<file path="config.mk">
export PLATFORM = sky130hd
export DESIGN_NAME = edf_deadline_generator
export DESIGN_NICKNAME = d
export VERILOG_FILES = /design/src/rtl/edf_pkg.sv /design/src/rtl/deadline_counter.sv /design/src/rtl/edf_deadline_generator.sv
export SDC_FILE = /design/constraint.sdc
export NUM_CORES = 1
export LEC_CHECK = 0
export CAP_MARGIN = 0
export CORE_UTILIZATION = 32
export CTS_CLUSTER_DIAMETER = 200
export DETAILED_ROUTE_END_ITERATION = 16
export GPL_TIMING_DRIVEN = 0
export MAX_ROUTING_LAYER = met4
export PLACE_DENSITY = 0.54
export SETUP_SLACK_MARGIN = 0.4
export SYNTH_ARGS = -nofsm -noshare
export SYNTH_HDL_FRONTEND = slang
export SYNTH_SLANG_ARGS = --single-unit
export TNS_END_PERCENT = 50
</file>
<file path="constraint.sdc">
create_clock -name clk -period 3.3 [get_ports clk]
set_input_delay 0.66 -clock clk [delete_from_list [all_inputs] [get_ports clk]]
set_output_delay 0.66 -clock clk [all_outputs]
set_load 0.01 [all_outputs]
</file>
<file path="src/rtl/edf_pkg.sv">
// Shared constants and queue-state type for the EDF deadline generator.
// Optional miss counters are enabled with DEADLINE_MISS_CNT_EN.
package edf_pkg;

    localparam int MISS_CNT_WIDTH    = 16;
    localparam int DEFAULT_VAL_WIDTH = 8;

    typedef enum logic {
        COUNT   = 1'b0,
        EXPIRED = 1'b1
    } queue_state_t;

endpackage

</file>
<file path="src/rtl/deadline_counter.sv">
// One queue's relative-deadline countdown, urgency value and miss pulse.
// DEADLINE_MISS_CNT_EN adds a saturating per-queue miss counter.
module deadline_counter
    import edf_pkg::*;
#(
    parameter int VAL_WIDTH = DEFAULT_VAL_WIDTH
) (
    input  logic                      clk,
    input  logic                      reset,
    input  logic [VAL_WIDTH-1:0]      period,
    input  logic                      period_load,
    input  logic                      req,
    input  logic                      grant,
    output logic [VAL_WIDTH-1:0]      val,
    output logic                      pending,
`ifdef DEADLINE_MISS_CNT_EN
    output logic                      miss,
    output logic [MISS_CNT_WIDTH-1:0] miss_cnt
`else
    output logic                      miss
`endif
);

    localparam logic [VAL_WIDTH-1:0] VAL_MAX = '1;
    localparam logic [VAL_WIDTH-1:0] VAL_ONE = VAL_WIDTH'(1);

    logic [VAL_WIDTH-1:0] per_q;
    logic [VAL_WIDTH-1:0] per_d;
    logic [VAL_WIDTH-1:0] rem_q;
    logic [VAL_WIDTH-1:0] rem_d;
    logic [VAL_WIDTH-1:0] period_fixed;
    logic [VAL_WIDTH-1:0] reload;
    logic [VAL_WIDTH-1:0] val_d;
    logic                 miss_d;
    queue_state_t         state;

    // A zero period would never count, so it is stored as one.
    assign period_fixed = (period == '0) ? VAL_ONE : period;
    assign reload       = period_load ? period_fixed : per_q;
    assign state        = (rem_q == '0) ? EXPIRED : COUNT;

    always_comb begin
        per_d  = per_q;
        rem_d  = rem_q;
        miss_d = 1'b0;
        val_d  = req ? (VAL_MAX - rem_q) : '0;

        if (period_load) begin
            per_d = period_fixed;
        end

        if (grant) begin
            rem_d = reload;
        end else begin
            unique case (state)
                COUNT: begin
                    rem_d = rem_q - VAL_ONE;
                    if ((rem_q == VAL_ONE) && req) begin
                        miss_d = 1'b1;
                    end
                end
                EXPIRED: begin
                    if (!req) begin
                        rem_d = reload;
                    end
                end
                default: rem_d = rem_q;
            endcase
        end
    end

    always_ff @(posedge clk or posedge reset) begin
        if (reset) begin
            per_q   <= '1;
            rem_q   <= '1;
            val     <= '0;
            pending <= 1'b0;
            miss    <= 1'b0;
        end else begin
            per_q   <= per_d;
            rem_q   <= rem_d;
            val     <= val_d;
            pending <= req;
            miss    <= miss_d;
        end
    end

`ifdef DEADLINE_MISS_CNT_EN
    always_ff @(posedge clk or posedge reset) begin
        if (reset) begin
            miss_cnt <= '0;
        end else if (miss && (miss_cnt != '1)) begin
            miss_cnt <= miss_cnt + MISS_CNT_WIDTH'(1);
        end
    end
`endif

endmodule

</file>
<file path="src/rtl/edf_deadline_generator.sv">
// Per-queue EDF urgency/dispatch producer feeding the MaxSelector tree.
// Define DEADLINE_MISS_CNT_EN to expose saturating miss counters on miss_cnt_o.
module edf_deadline_generator
    import edf_pkg::*;
#(
    parameter int NB_QUEUES = 4,
    parameter int VAL_WIDTH = DEFAULT_VAL_WIDTH
) (
    input  logic                                clk,
    input  logic                                reset,
    input  logic [NB_QUEUES*VAL_WIDTH-1:0]      period_i,
    input  logic                                period_load,
    input  logic [NB_QUEUES-1:0]                req,
    input  logic                                grant_valid,
    input  logic [NB_QUEUES-1:0]                grant_dis,
    output logic [NB_QUEUES*VAL_WIDTH-1:0]      val_o,
    output logic [NB_QUEUES*NB_QUEUES-1:0]      dis_o,
`ifdef DEADLINE_MISS_CNT_EN
    output logic [NB_QUEUES-1:0]                miss_o,
    output logic [NB_QUEUES*MISS_CNT_WIDTH-1:0] miss_cnt_o
`else
    output logic [NB_QUEUES-1:0]                miss_o
`endif
);

    logic [NB_QUEUES-1:0] pending;

    for (genvar i = 0; i < NB_QUEUES; i++) begin : g_queue
        deadline_counter #(
            .VAL_WIDTH (VAL_WIDTH)
        ) u_counter (
            .clk         (clk),
            .reset       (reset),
            .period      (period_i[i*VAL_WIDTH +: VAL_WIDTH]),
            .period_load (period_load),
            .req         (req[i]),
            .grant       (grant_valid & grant_dis[i]),
            .val         (val_o[i*VAL_WIDTH +: VAL_WIDTH]),
            .pending     (pending[i]),
`ifdef DEADLINE_MISS_CNT_EN
            .miss        (miss_o[i]),
            .miss_cnt    (miss_cnt_o[i*MISS_CNT_WIDTH +: MISS_CNT_WIDTH])
`else
            .miss        (miss_o[i])
`endif
        );

        // The registered request bit gates the queue's one-hot identity.
        assign dis_o[i*NB_QUEUES +: NB_QUEUES] =
            pending[i] ? (NB_QUEUES'(1) << i) : '0;
    end

endmodule

</file>
==> results of run 1 <==
==> metrics by stage <==
stage,power [mW],instance area [um2],instances
after CTS,4.404,6502,745
final,4.338,6502,745
after floorplan,2.764,5056,434
after global placement,3.222,6141,727
after global routing,4.628,6502,745
after detailed placement,3.265,6181,729
==> synthesized netlist by cell type (3+ instances only) <==
library cell	count	share of area (%)
dfstp_2	64	34
dfrtp_1	40	20
nor2b_1	33	4.1
mux2_2	28	6.3
buf_4	24	3.6
nor2_1	24	1.8
inv_1	18	1.3
mux2i_1	18	3.6
a21oi_1	16	1.6
ha_1	12	3.0
nand2_1	12	0.90
nor3_1	12	1.2
a211oi_1	11	1.6
o21ai_0	10	1.0
o2bb2ai_1	6	1.0
or4_1	6	0.90
buf_2	5	0.50
clkbuf_1	5	0.37
nor3b_1	5	0.75
a31oi_1	4	0.50
nand4_1	4	0.50
nor4_1	4	0.50
o21ai_2	4	0.70
or4b_2	4	0.80
xor2_1	4	0.70
and4_1	3	0.52
nand3_1	3	0.30
or3b_2	3	0.52
xnor2_1	3	0.52
==> cells in the final DEF (no fill, tap or decap), drive strengths merged, types with 8 or more instances in the layout <==
cell           synthesis  layout
a21oi                 16      16
clkdlybuf4s50          0      82
nand2                 12      12
o21ai                 17      17
a211oi                11      11
ha                    12      12
inv                   18      17
mux2i                 18      18
conb                   1      12
dfstp                 64      64
nor3                  13      13
or4                    8       8
nor2                  24      24
buf                   30      32
dfrtp                 40      40
nor2b                 33      33
mux2                  28      28
clkbuf                 5      18
==> area by class of cell <==
class	instances	area, um2	share of cell area [%]
plain buffers	35	235.2	3.617
clock buffers	13	302.8	4.657
clock inverters	3	18.77	0.2886
inverters	18	71.32	1.097
multi-input cells	277	2067	31.79
flip-flops and latches	104	2683	41.25
well taps	211	264.0	4.060
repair buffers	84	860.8	13.24
==> path summary, 6_finish.rpt <==
check | startpoint | end | slack (ns) | cells after the start
hold reg to reg | g_queue[0].u_counter.rem_q[7]$_DFFE_PP1P_ | g_queue[0].u_counter.rem_q[7]$_DFFE_PP1P_ | 0.49 | 1
hold / removal | g_queue[0].u_counter.rem_q[7]$_DFFE_PP1P_ | g_queue[0].u_counter.rem_q[7]$_DFFE_PP1P_ | 0.49 | 1
setup / recovery | grant_valid | g_queue[0].u_counter.rem_q[0]$_DFFE_PP1P_ | 1.08 | 6
setup reg to reg | g_queue[2].u_counter.rem_q[0]$_DFFE_PP1P_ | g_queue[2].u_counter.rem_q[7]$_DFFE_PP1P_ | 1.27 | 6
max in group asynchronous | reset | g_queue[1].u_counter.rem_q[1]$_DFFE_PP1P_ | 1.52 | 4
min in group asynchronous | reset | g_queue[3].u_counter.val[5]$_DFF_PP0_ | 0.83 | 2
==> flip-flops by register name, indices dropped and copies added, names as in the netlist <==
register,count
g_queue.u_counter.rem_q,32
g_queue.u_counter.pending,4
g_queue.u_counter.per_q,32
g_queue.u_counter.miss,4
g_queue.u_counter.val,32
==> cell families (layout without fill, tap and decap cells) <==
logic type / after synthesis / after routing / synth area share [%]
adders and majority gates: 12 / 12 / 2.996
other: 1 / 12 / 0.07483
buffers and inverters: 53 / 153 / 6.042
and+or+nand+nor: 126 / 126 / 15.46
AOI/OAI and AO/OA: 74 / 74 / 10.79
muxes: 46 / 46 / 9.888
DFF: 104 / 104 / 53.53
xor gates and xnor gates: 7 / 7 / 1.223
==> where the power goes <==
| part | switching, mW | internal (mW) | leakage [nW] |
|---|---|---|---|
| logic | 0.552 | 0.614 | 1.33 |
| registers | 0.326 | 1.74 | 1.19 |
| clock network | 0.463 | 0.644 | 0.162 |
==> worst max-delay path, delay by kind of cell <==
kind                   cells  cell delay [ns]
buffers and inverters      2             0.80
and+or+nand+nor            1             0.38
AOI/OAI and AO/OA          3             0.65
==> routing by layer <==
| metal | track usage, % | up-vias |
|---|---|---|
| li1 | - | 1694 |
| met1 | 19.71 | 1750 |
| met2 | 23.08 | 72 |
| met3 | 2.554 | 12 |
| met4 | 6.092 | 0 |
| met5 | - | - |
==> out/metrics.cfg, run 1 <==
[status]
outcome=finished, final reports clean

[flow_run]
drv_cap=0

[place]
hpwl_um=8061
place_ws_ns=0.6998
portBuffers=82
finalWeightedCongestion=0.7719

[clock_network]
post_cts_resized=0
clock_latency_ns=0.35
cts.sinks=104
clockRootBuffer=clkbuf_16
cts_hold_buf=0
numCtsBuffers=9
cts_setup_buffers=0
clockBufferDepth=2
path_clk_slew_ns=0.07
cts_tree=done
ctsHtreeMaxLevel=3

[yosys]
syn_area_mm2=0.005011
synth_warnings=0
syn_avg_cell_area_um2=11.85
synth_edf_count=0
synth-async-reset-ratio_pct=100.0
yosys_most_used_dff=dfstp_2
synthCells=423
ys_ff_latch=104
yosysSeqAreaShare_pct=53.53
synth_cell_types=59

[layout]
n_fill_cell=1433
num_antenna_cells=0
post-route-util_pct=42.62
syn2layout_area_growth_pct=29.76
final_nets=585
drive_above_1_share_pct=31.09

[drt]
wl_per_cell_um=14.76
drt-initial-drc-count=239
highest_layer=met4
met3_length_um=386
drtPass1Iterations=4
drtAntennaViolNets=0
m1WireLength_um=5315
met2_wirelength_um=5116
wl_um=11000
via_count=3528
drc=0
vias_per_cell=4.736

[worst_setup_path]
crit_path_max_fanout=10
crit_chain=clkdlybuf4s50_1 -> buf_4 -> a21boi_0 -> nand4_1 -> a211oi_1 -> a21oi_1
required_ns=3.57
crit_slowest_cell=clkdlybuf4s50_1
crit_arrival_ns=2.49
max_stage_delay_ns=0.54
start_kind=primary input
crit_type=primary input to flip-flop
endpoint_kind=flip-flop

[timing]
period_share_pct=67.20
max_slew.worst_pin.slew_ns=0.8431
timing.hold.ws_ns=0.4948
final_hold_viol_count=0
rsz0062_at_grt=false
skew_ns=0.004886
setup_violations=0
relSlewSlack_pct=43.67
period_minus_slack_ns=2.218
fin_setup_tns_ns=0
report.final.slew_viol_count=0
worst_slack_ns=1.082
fmax_mhz=451.0

[power_and_ir_drop]
p_per_area_mw_per_mm2=667.1
power.leakage_nw=2.678
irDropWorstVdd_mv=0.2737

[die]
die_x_um=127.1
die_area_mm2=0.01616
ioPinCount=96
row_count=45
die-height_um=127.1
core_area_mm2=0.01526
initial_core_util_pct=32.84

[grt]
grt_max_degree=40
grt_pass1_wl_um=18450
grt_pass1_vias=3584
antenna_found_initial=0
grt_usage_pct=15.01
grt_overflow_total=0

[min_path]
hold_class=flip-flop to flip-flop

Note: power is estimated with default switching activity, not from simulation.
==> inputs of run 2 (changes only) <==
Settings changed: PLACE_DENSITY 0.54 to 0.52.
Clock period 3.3 ns to 2.2 ns, I/O delays scaled along.
==> out/metrics.cfg, run 2 (same netlist as run 1, synthesis figures left out) <==
[grt]
grt_overflow_total=0  ; unchanged
grt_pass1_vias=3533  ; was 3584
grt_max_degree=38  ; was 40
grt_usage_pct=14.86  ; was 15.01%
grt_pass1_wl_um=17980  ; was 18450 um
antenna_found_initial=0  ; unchanged

[layout]
top_regs=g_queue.u_counter.per_q (32), g_queue.u_counter.rem_q (32), g_queue.u_counter.val (32)  ; unchanged
syn2layout_area_growth_pct=33.03  ; was 29.76%
layout_commonest_cell=clkdlybuf4s50_1  ; unchanged
n_fill_cell=1437  ; was 1433
drive_above_1_share_pct=34.44  ; was 31.09%
multi_input_area_mm2=0.002187  ; was 0.002067 mm2
seq_area_mm2=0.002683  ; unchanged
final_nets=594  ; was 585
num_antenna_cells=0  ; unchanged
layout_common_cells=clkdlybuf4s50_1 (81), dfstp_2 (64), dfrtp_1 (40)  ; was clkdlybuf4s50_1 (82), dfstp_2 (64), dfrtp_1 (40)

[timing]
fmax_mhz=568.4
period_minus_slack_ns=1.759
setup_violations=0  ; unchanged
rsz0062_at_grt=true  ; was false
period_share_pct=79.97
fin_setup_tns_ns=0  ; unchanged
relSlewSlack_pct=50.31  ; was 43.67%
final_hold_viol_count=0  ; unchanged
skew_ns=0.004685  ; was 0.004886 ns
report.final.slew_viol_count=0  ; unchanged
timing.hold.ws_ns=0.4859  ; was 0.4948 ns
max_slew.worst_pin.slew_ns=0.7438  ; was 0.8431 ns

[worst_setup_path]
crit_family=simple AND/OR/NAND/NOR gates  ; was buffers and inverters
max_stage_delay_ns=0.69  ; was 0.54 ns
crit_arrival_ns=2.03  ; was 2.49 ns
crit_chain=or4_2 -> nor3_1 -> mux2i_1 -> o2bb2ai_1  ; was clkdlybuf4s50_1 -> buf_4 -> a21boi_0 -> nand4_1 -> a211oi_1 -> a21oi_1
rr_worst_depth=4  ; was 6
crit_type=flip-flop to flip-flop  ; was primary input to flip-flop
crit_path_max_fanout=5  ; was 10
crit_cells=4  ; was 6
rr_startpoint=g_queue[1].u_counter.rem_q[0]$_DFFE_PP1P_  ; was g_queue[2].u_counter.rem_q[0]$_DFFE_PP1P_
endpoint_kind=flip-flop  ; unchanged
rr_endpoint=g_queue[1].u_counter.rem_q[5]$_DFFE_PP1P_  ; was g_queue[2].u_counter.rem_q[7]$_DFFE_PP1P_
crit_slowest_cell=or4_2  ; was clkdlybuf4s50_1
r2r_slack_ns=0.44  ; was 1.27 ns
path_buf_inv=0  ; was 2
required_ns=2.48  ; was 3.57 ns
start_kind=flip-flop  ; was primary input

[place]
hpwl_um=8036  ; was 8061 um
portBuffers=82  ; unchanged
finalWeightedCongestion=0.8019  ; was 0.7719

[power_and_ir_drop]
switching_power_mw=2.087  ; was 1.340 mW
p_sw_share_pct=31.79  ; was 30.89%
p_total_mw=6.565  ; was 4.338 mW
p_per_area_mw_per_mm2=984.7  ; was 667.1 mW/mm2
power_frac_comb_pct=28.8  ; was 26.9%
seq_power_share_pct=47.6  ; about the same
power.leakage_nw=2.733  ; was 2.678 nW
internal-power_mw=4.478  ; was 2.998 mW
clock_power_share_pct=23.5  ; was 25.5%
irDropWorstVdd_mv=0.3921  ; was 0.2737 mV

[status]
outcome=finished, final reports clean  ; unchanged

[die]
die-height_um=127.1  ; unchanged
initial_core_util_pct=32.84  ; unchanged
die_x_um=127.1  ; unchanged
core_area_mm2=0.01526  ; unchanged
row_count=45  ; unchanged
die_area_mm2=0.01616  ; unchanged
ioPinCount=96  ; unchanged

[flow_run]
drv_cap=0  ; unchanged

[clock_network]
clockBufferDepth=2  ; unchanged
clockRootBuffer=clkbuf_16  ; unchanged
clock_latency_ns=0.35  ; about the same
numCtsBuffers=9  ; unchanged
cts_hold_buf=0  ; unchanged
cts_tree=done  ; unchanged
ctsHtreeMaxLevel=3  ; unchanged
cts.sinks=104  ; unchanged
path_clk_slew_ns=0.07  ; about the same

[min_path]
min_from=period_load  ; was g_queue[0].u_counter.rem_q[7]$_DFFE_PP1P_
min_to=g_queue[3].u_counter.per_q[3]$_DFF_PP1_  ; was g_queue[0].u_counter.rem_q[7]$_DFFE_PP1P_
hold_path_depth=2  ; was 1
hold_class=primary input to flip-flop  ; was flip-flop to flip-flop

[drt]
drc=0  ; unchanged
vias_per_cell=4.708  ; was 4.736
wl_per_cell_um=15.01  ; was 14.76 um
via_count=3550  ; was 3528
drt-initial-drc-count=198  ; was 239
drtPass1Iterations=4  ; unchanged
wl_um=11310  ; was 11000 um
drtAntennaViolNets=0  ; unchanged

[run 2: worst max path at each step]
| stage | slack [ns] | start | to |
|---|---|---|---|
| 5_1_grt | 0.37 | g_queue[0].u_counter.rem_q[1]$_DFFE_PP1P_ | g_queue[0].u_counter.rem_q[0]$_DFFE_PP1P_ |
| 2_1_floorplan | 0.41 | g_queue[1].u_counter.rem_q[1]$_DFFE_PP1P_ | g_queue[1].u_counter.rem_q[2]$_DFFE_PP1P_ |
| 6_report | 0.44 | g_queue[1].u_counter.rem_q[0]$_DFFE_PP1P_ | g_queue[1].u_counter.rem_q[5]$_DFFE_PP1P_ |
| 3_5_place_dp | -0.16 | grant_valid | g_queue[0].u_counter.rem_q[0]$_DFFE_PP1P_ |
| 3_3_place_gp | -0.53 | reset | g_queue[1].u_counter.val[4]$_DFF_PP0_ |
| 4_1_cts | 0.35 | g_queue[3].u_counter.rem_q[0]$_DFFE_PP1P_ | g_queue[3].u_counter.rem_q[2]$_DFFE_PP1P_ |
[run 2: layer usage]
metal / up-vias / part of all wire [%] / wire length, um / global-route usage, %
met5: - / 0 / 0 / -
met2: 69 / 48 / 5436 / 23.34
met1: 1754 / 47 / 5333 / 18.92
met3: 14 / 2.8 / 321 / 2.178
li1: 1713 / - / - / -
met4: 0 / 2.0 / 223 / 7.143
[run 2: area by class of cell]
class / count / share of cell area, %
inverter: 18 / 1.070
clock buffer: 16 / 4.223
sequential: 104 / 40.24
buffer: 35 / 3.735
tap: 211 / 3.960
timing repair buffer: 93 / 13.96
multi-input combinational: 277 / 32.81
[run 2: per-stage QoR]
step                      setup slack (ns)  instance area (um2)  cells  util (%)
after global routing                0.3741                 6666    754     43.69
final                               0.4406                 6666    754     43.69
after global placement             -0.5345                 6141    727     40.25
after CTS                           0.3512                 6546    751     42.90
after floorplan                     0.4122                 5056    434         -
after detailed placement           -0.1561                 6181    729     40.51
[run 2: repair_timing]
item	CTS	global route
pin swaps	3	4
resized for setup	10	21
setup endpoints to repair	29	23
setup buffers	6	3
[run 2: power by group through the flow]
stage | Combinational [mW] | Clock (mW) | Sequential (mW)
after floorplan | 1.08 | 0 | 3.07
after global placement | 1.71 | 0 | 3.12
after detailed placement | 1.75 | 0 | 3.14
after CTS | 1.82 | 1.60 | 3.10
after global routing | 2.11 | 1.66 | 3.20
final | 1.89 | 1.55 | 3.13
==> inputs of run 3 (changes only) <==
Clock period 2.2 ns to 1.69 ns, I/O delays scaled along.
==> out/metrics.cfg, run 3 (same netlist as run 1, synthesis figures left out) <==
[worst_setup_path]
crit_slowest_cell=or4_4  ; was or4_2
rr_endpoint=g_queue[1].u_counter.rem_q[2]$_DFFE_PP1P_  ; was g_queue[1].u_counter.rem_q[5]$_DFFE_PP1P_
crit_arrival_ns=1.99  ; was 2.03 ns
endpoint_kind=flip-flop  ; unchanged
rr_worst_depth=5  ; was 4
crit_path_max_fanout=5  ; unchanged
crit_chain=or4_4 -> o21a_1 -> buf_6 -> mux2i_1 -> a22oi_1  ; was or4_2 -> nor3_1 -> mux2i_1 -> o2bb2ai_1
crit_type=flip-flop to flip-flop  ; unchanged
r2r_slack_ns=-0.02  ; was 0.44 ns
required_ns=1.96  ; was 2.48 ns
start_kind=flip-flop  ; unchanged
rr_startpoint=g_queue[1].u_counter.rem_q[5]$_DFFE_PP1P_  ; was g_queue[1].u_counter.rem_q[0]$_DFFE_PP1P_
max_stage_delay_ns=0.57  ; was 0.69 ns

[grt]
antenna_found_initial=0  ; unchanged
grt_usage_pct=16.86  ; was 14.86%
use_met3_pct=2.471  ; was 2.178%
grt_use_met1_pct=20.87  ; was 18.92%
grt.busiest_layer=met2  ; unchanged
use_met2_pct=27.05  ; was 23.34%
grt_overflow_total=0  ; unchanged
grt_pass1_vias=4009  ; was 3533
grt_max_degree=44  ; was 38
grt_pass1_wl_um=20420  ; was 17980 um

[place]
hpwl_um=8029  ; was 8036 um
dp.cells=729  ; unchanged
place_ws_ns=-0.5131  ; was -0.1561 ns
finalWeightedCongestion=0.7727  ; was 0.8019
portBuffers=82  ; unchanged

[flow_run]
drv_cap=0  ; unchanged

[timing]
setup_violations=1  ; was 0
report.final.slew_viol_count=0  ; unchanged
max_slew.worst_pin.slew_ns=0.5522  ; was 0.7438 ns
final_hold_viol_count=0  ; unchanged
rsz0062_at_grt=true  ; unchanged
timing.hold.ws_ns=0.3626  ; was 0.4859 ns
relSlewSlack_pct=63.11  ; was 50.31%
skew_ns=0.004359  ; was 0.004685 ns
fmax_mhz=583.6  ; was 568.4 MHz
period_share_pct=101.4  ; was 79.97%
worst_slack_ns=-0.02337  ; was 0.4406 ns
period_minus_slack_ns=1.713  ; was 1.759 ns

[die]
die_x_um=127.1  ; unchanged
row_count=45  ; unchanged
initial_core_util_pct=32.84  ; unchanged
die_area_mm2=0.01616  ; unchanged
die-height_um=127.1  ; unchanged
ioPinCount=96  ; unchanged
core_area_mm2=0.01526  ; unchanged

[min_path]
hold_path_depth=2  ; unchanged
hold_class=primary input to flip-flop  ; unchanged
min_to=g_queue[3].u_counter.per_q[3]$_DFF_PP1_  ; unchanged
min_from=period_load  ; unchanged

[power_and_ir_drop]
power.leakage_nw=3.195  ; was 2.733 nW
p_per_area_mw_per_mm2=1289  ; was 984.7 mW/mm2
clock_power_share_pct=20.2  ; was 23.5%
power_frac_comb_pct=39.9  ; was 28.8%
switching_power_mw=3.296  ; was 2.087 mW
p_sw_share_pct=33.09  ; was 31.79%
irDropWorstVdd_mv=0.5407  ; was 0.3921 mV
seq_power_share_pct=39.9  ; was 47.6%
p_total_mw=9.959  ; was 6.565 mW
internal-power_mw=6.663  ; was 4.478 mW

[layout]
top_regs=g_queue.u_counter.per_q (32), g_queue.u_counter.rem_q (32), g_queue.u_counter.val (32)  ; unchanged
syn2layout_area_growth_pct=54.13  ; was 33.03%
num_antenna_cells=0  ; unchanged
drive_above_1_share_pct=55.96  ; was 34.44%
layout_common_cells=buf_4 (64), dfstp_2 (64), dfrtp_1 (40)  ; was clkdlybuf4s50_1 (81), dfstp_2 (64), dfrtp_1 (40)
final_nets=655  ; was 594
final_cells=815  ; was 754

[drt]
wl_um=12810  ; was 11310 um
wl_per_cell_um=15.72  ; was 15.01 um
drtAntennaViolNets=0  ; unchanged
drc=0  ; unchanged
drtPass1Iterations=4  ; unchanged
vias_per_cell=4.745  ; was 4.708
via_count=3867  ; was 3550
drt-initial-drc-count=204  ; was 198

[clock_network]
cts_hold_buf=0  ; unchanged
path_clk_slew_ns=0.07  ; about the same
ctsHtreeMaxLevel=3  ; unchanged
cts.sinks=104  ; unchanged
cts_tree=done  ; unchanged
clockRootBuffer=clkbuf_16  ; unchanged
numCtsBuffers=9  ; unchanged
clock_latency_ns=0.35  ; about the same
clockBufferDepth=2  ; unchanged

[status]
violations=negative setup slack
outcome=finished, violations left  ; was finished, final reports clean

-- run 3: changes by cell type in the layout (fill, tap and decap cells not counted), moves of 8 or more --
| cell | previous run | this run |
|---|---|---|
| a211oi_1 | 10 | 2 |
| a211oi_2 | 1 | 9 |
| buf_4 | 32 | 64 |
| buf_6 | 3 | 39 |
| clkdlybuf4s15_1 | 0 | 15 |
| clkdlybuf4s15_2 | 0 | 11 |
| clkdlybuf4s50_1 | 81 | 30 |
| dlygate4sd2_1 | 0 | 12 |
| nor2_1 | 24 | 15 |
-- run 3: repair_timing --
item | 4_1_cts | 5_1_grt
buffers inserted | 54 | 13
pin swaps | 69 | 17
gates cloned | 3 | 0
endpoints found under the hold margin | 0 | 0
setup endpoints to repair | 79 | 72
gates resized for setup | 262 | 43
-- run 3: power groups by stage --
stage	clock, mW	sequential [mW]	combinational [mW]
floorplan	0	4.00	1.43
global placement	0	4.09	2.26
detailed placement	0	4.11	2.31
CTS	2.08	3.95	3.57
global route	2.18	4.07	4.34
finish	2.01	3.97	3.97
-- run 3: worst max path at each step --
stage,slack [ns],startpoint,end,cells after the start
finish,-0.02,g_queue[1].u_counter.rem_q[5]$_DFFE_PP1P_,g_queue[1].u_counter.rem_q[2]$_DFFE_PP1P_,5
global route,-0.08,g_queue[1].u_counter.rem_q[0]$_DFFE_PP1P_,g_queue[1].u_counter.rem_q[2]$_DFFE_PP1P_,7
CTS,-0.002,g_queue[1].u_counter.rem_q[0]$_DFFE_PP1P_,g_queue[1].u_counter.rem_q[2]$_DFFE_PP1P_,7
detailed placement,-0.51,grant_valid,g_queue[0].u_counter.rem_q[0]$_DFFE_PP1P_,6
global placement,-0.93,reset,g_queue[1].u_counter.val[1]$_DFF_PP0_,2
floorplan,0.06,g_queue[1].u_counter.rem_q[0]$_DFFE_PP1P_,g_queue[1].u_counter.rem_q[2]$_DFFE_PP1P_,7
-- run 3: worst max-delay path, delay by kind of cell, from the launching register on --
kind                   cells  cell delay [ns]
muxes                      1             0.11
DFF                        1             0.39
AOI/OAI and AO/OA          2             0.42
and+or+nand+nor            1             0.57
buffers and inverters      1             0.14
-- run 3: final cells by class --
cell class | count | area (um2)
fill | 1313 | 7535
sequential | 104 | 2683
buffer | 35 | 300.3
inverter | 18 | 81.33
timing repair buffer | 154 | 1470
tap | 211 | 264.0
clock buffer | 16 | 281.5
multi-input combinational | 277 | 2644
-- run 3: stage by stage --
step	instance area, um2	util (%)	setup TNS [ns]
2_1_floorplan	5079	-	0
3_3_place_gp	6163	40.39	-79.92
3_5_place_dp	6203	40.66	-11.50
4_1_cts	7383	48.39	-0.001972
5_1_grt	7724	50.62	-0.1818
6_report	7724	50.62	-0.02337
-- run 3: routing by layer --
layer  share of wire [%]  up-vias  routed length, um
met4                 3.1        0                392
met3                 3.0       22                382
met5                   0        -                  0
met2                  50       79               6366
met1                  44     1928               5671
li1                    -     1838                  -
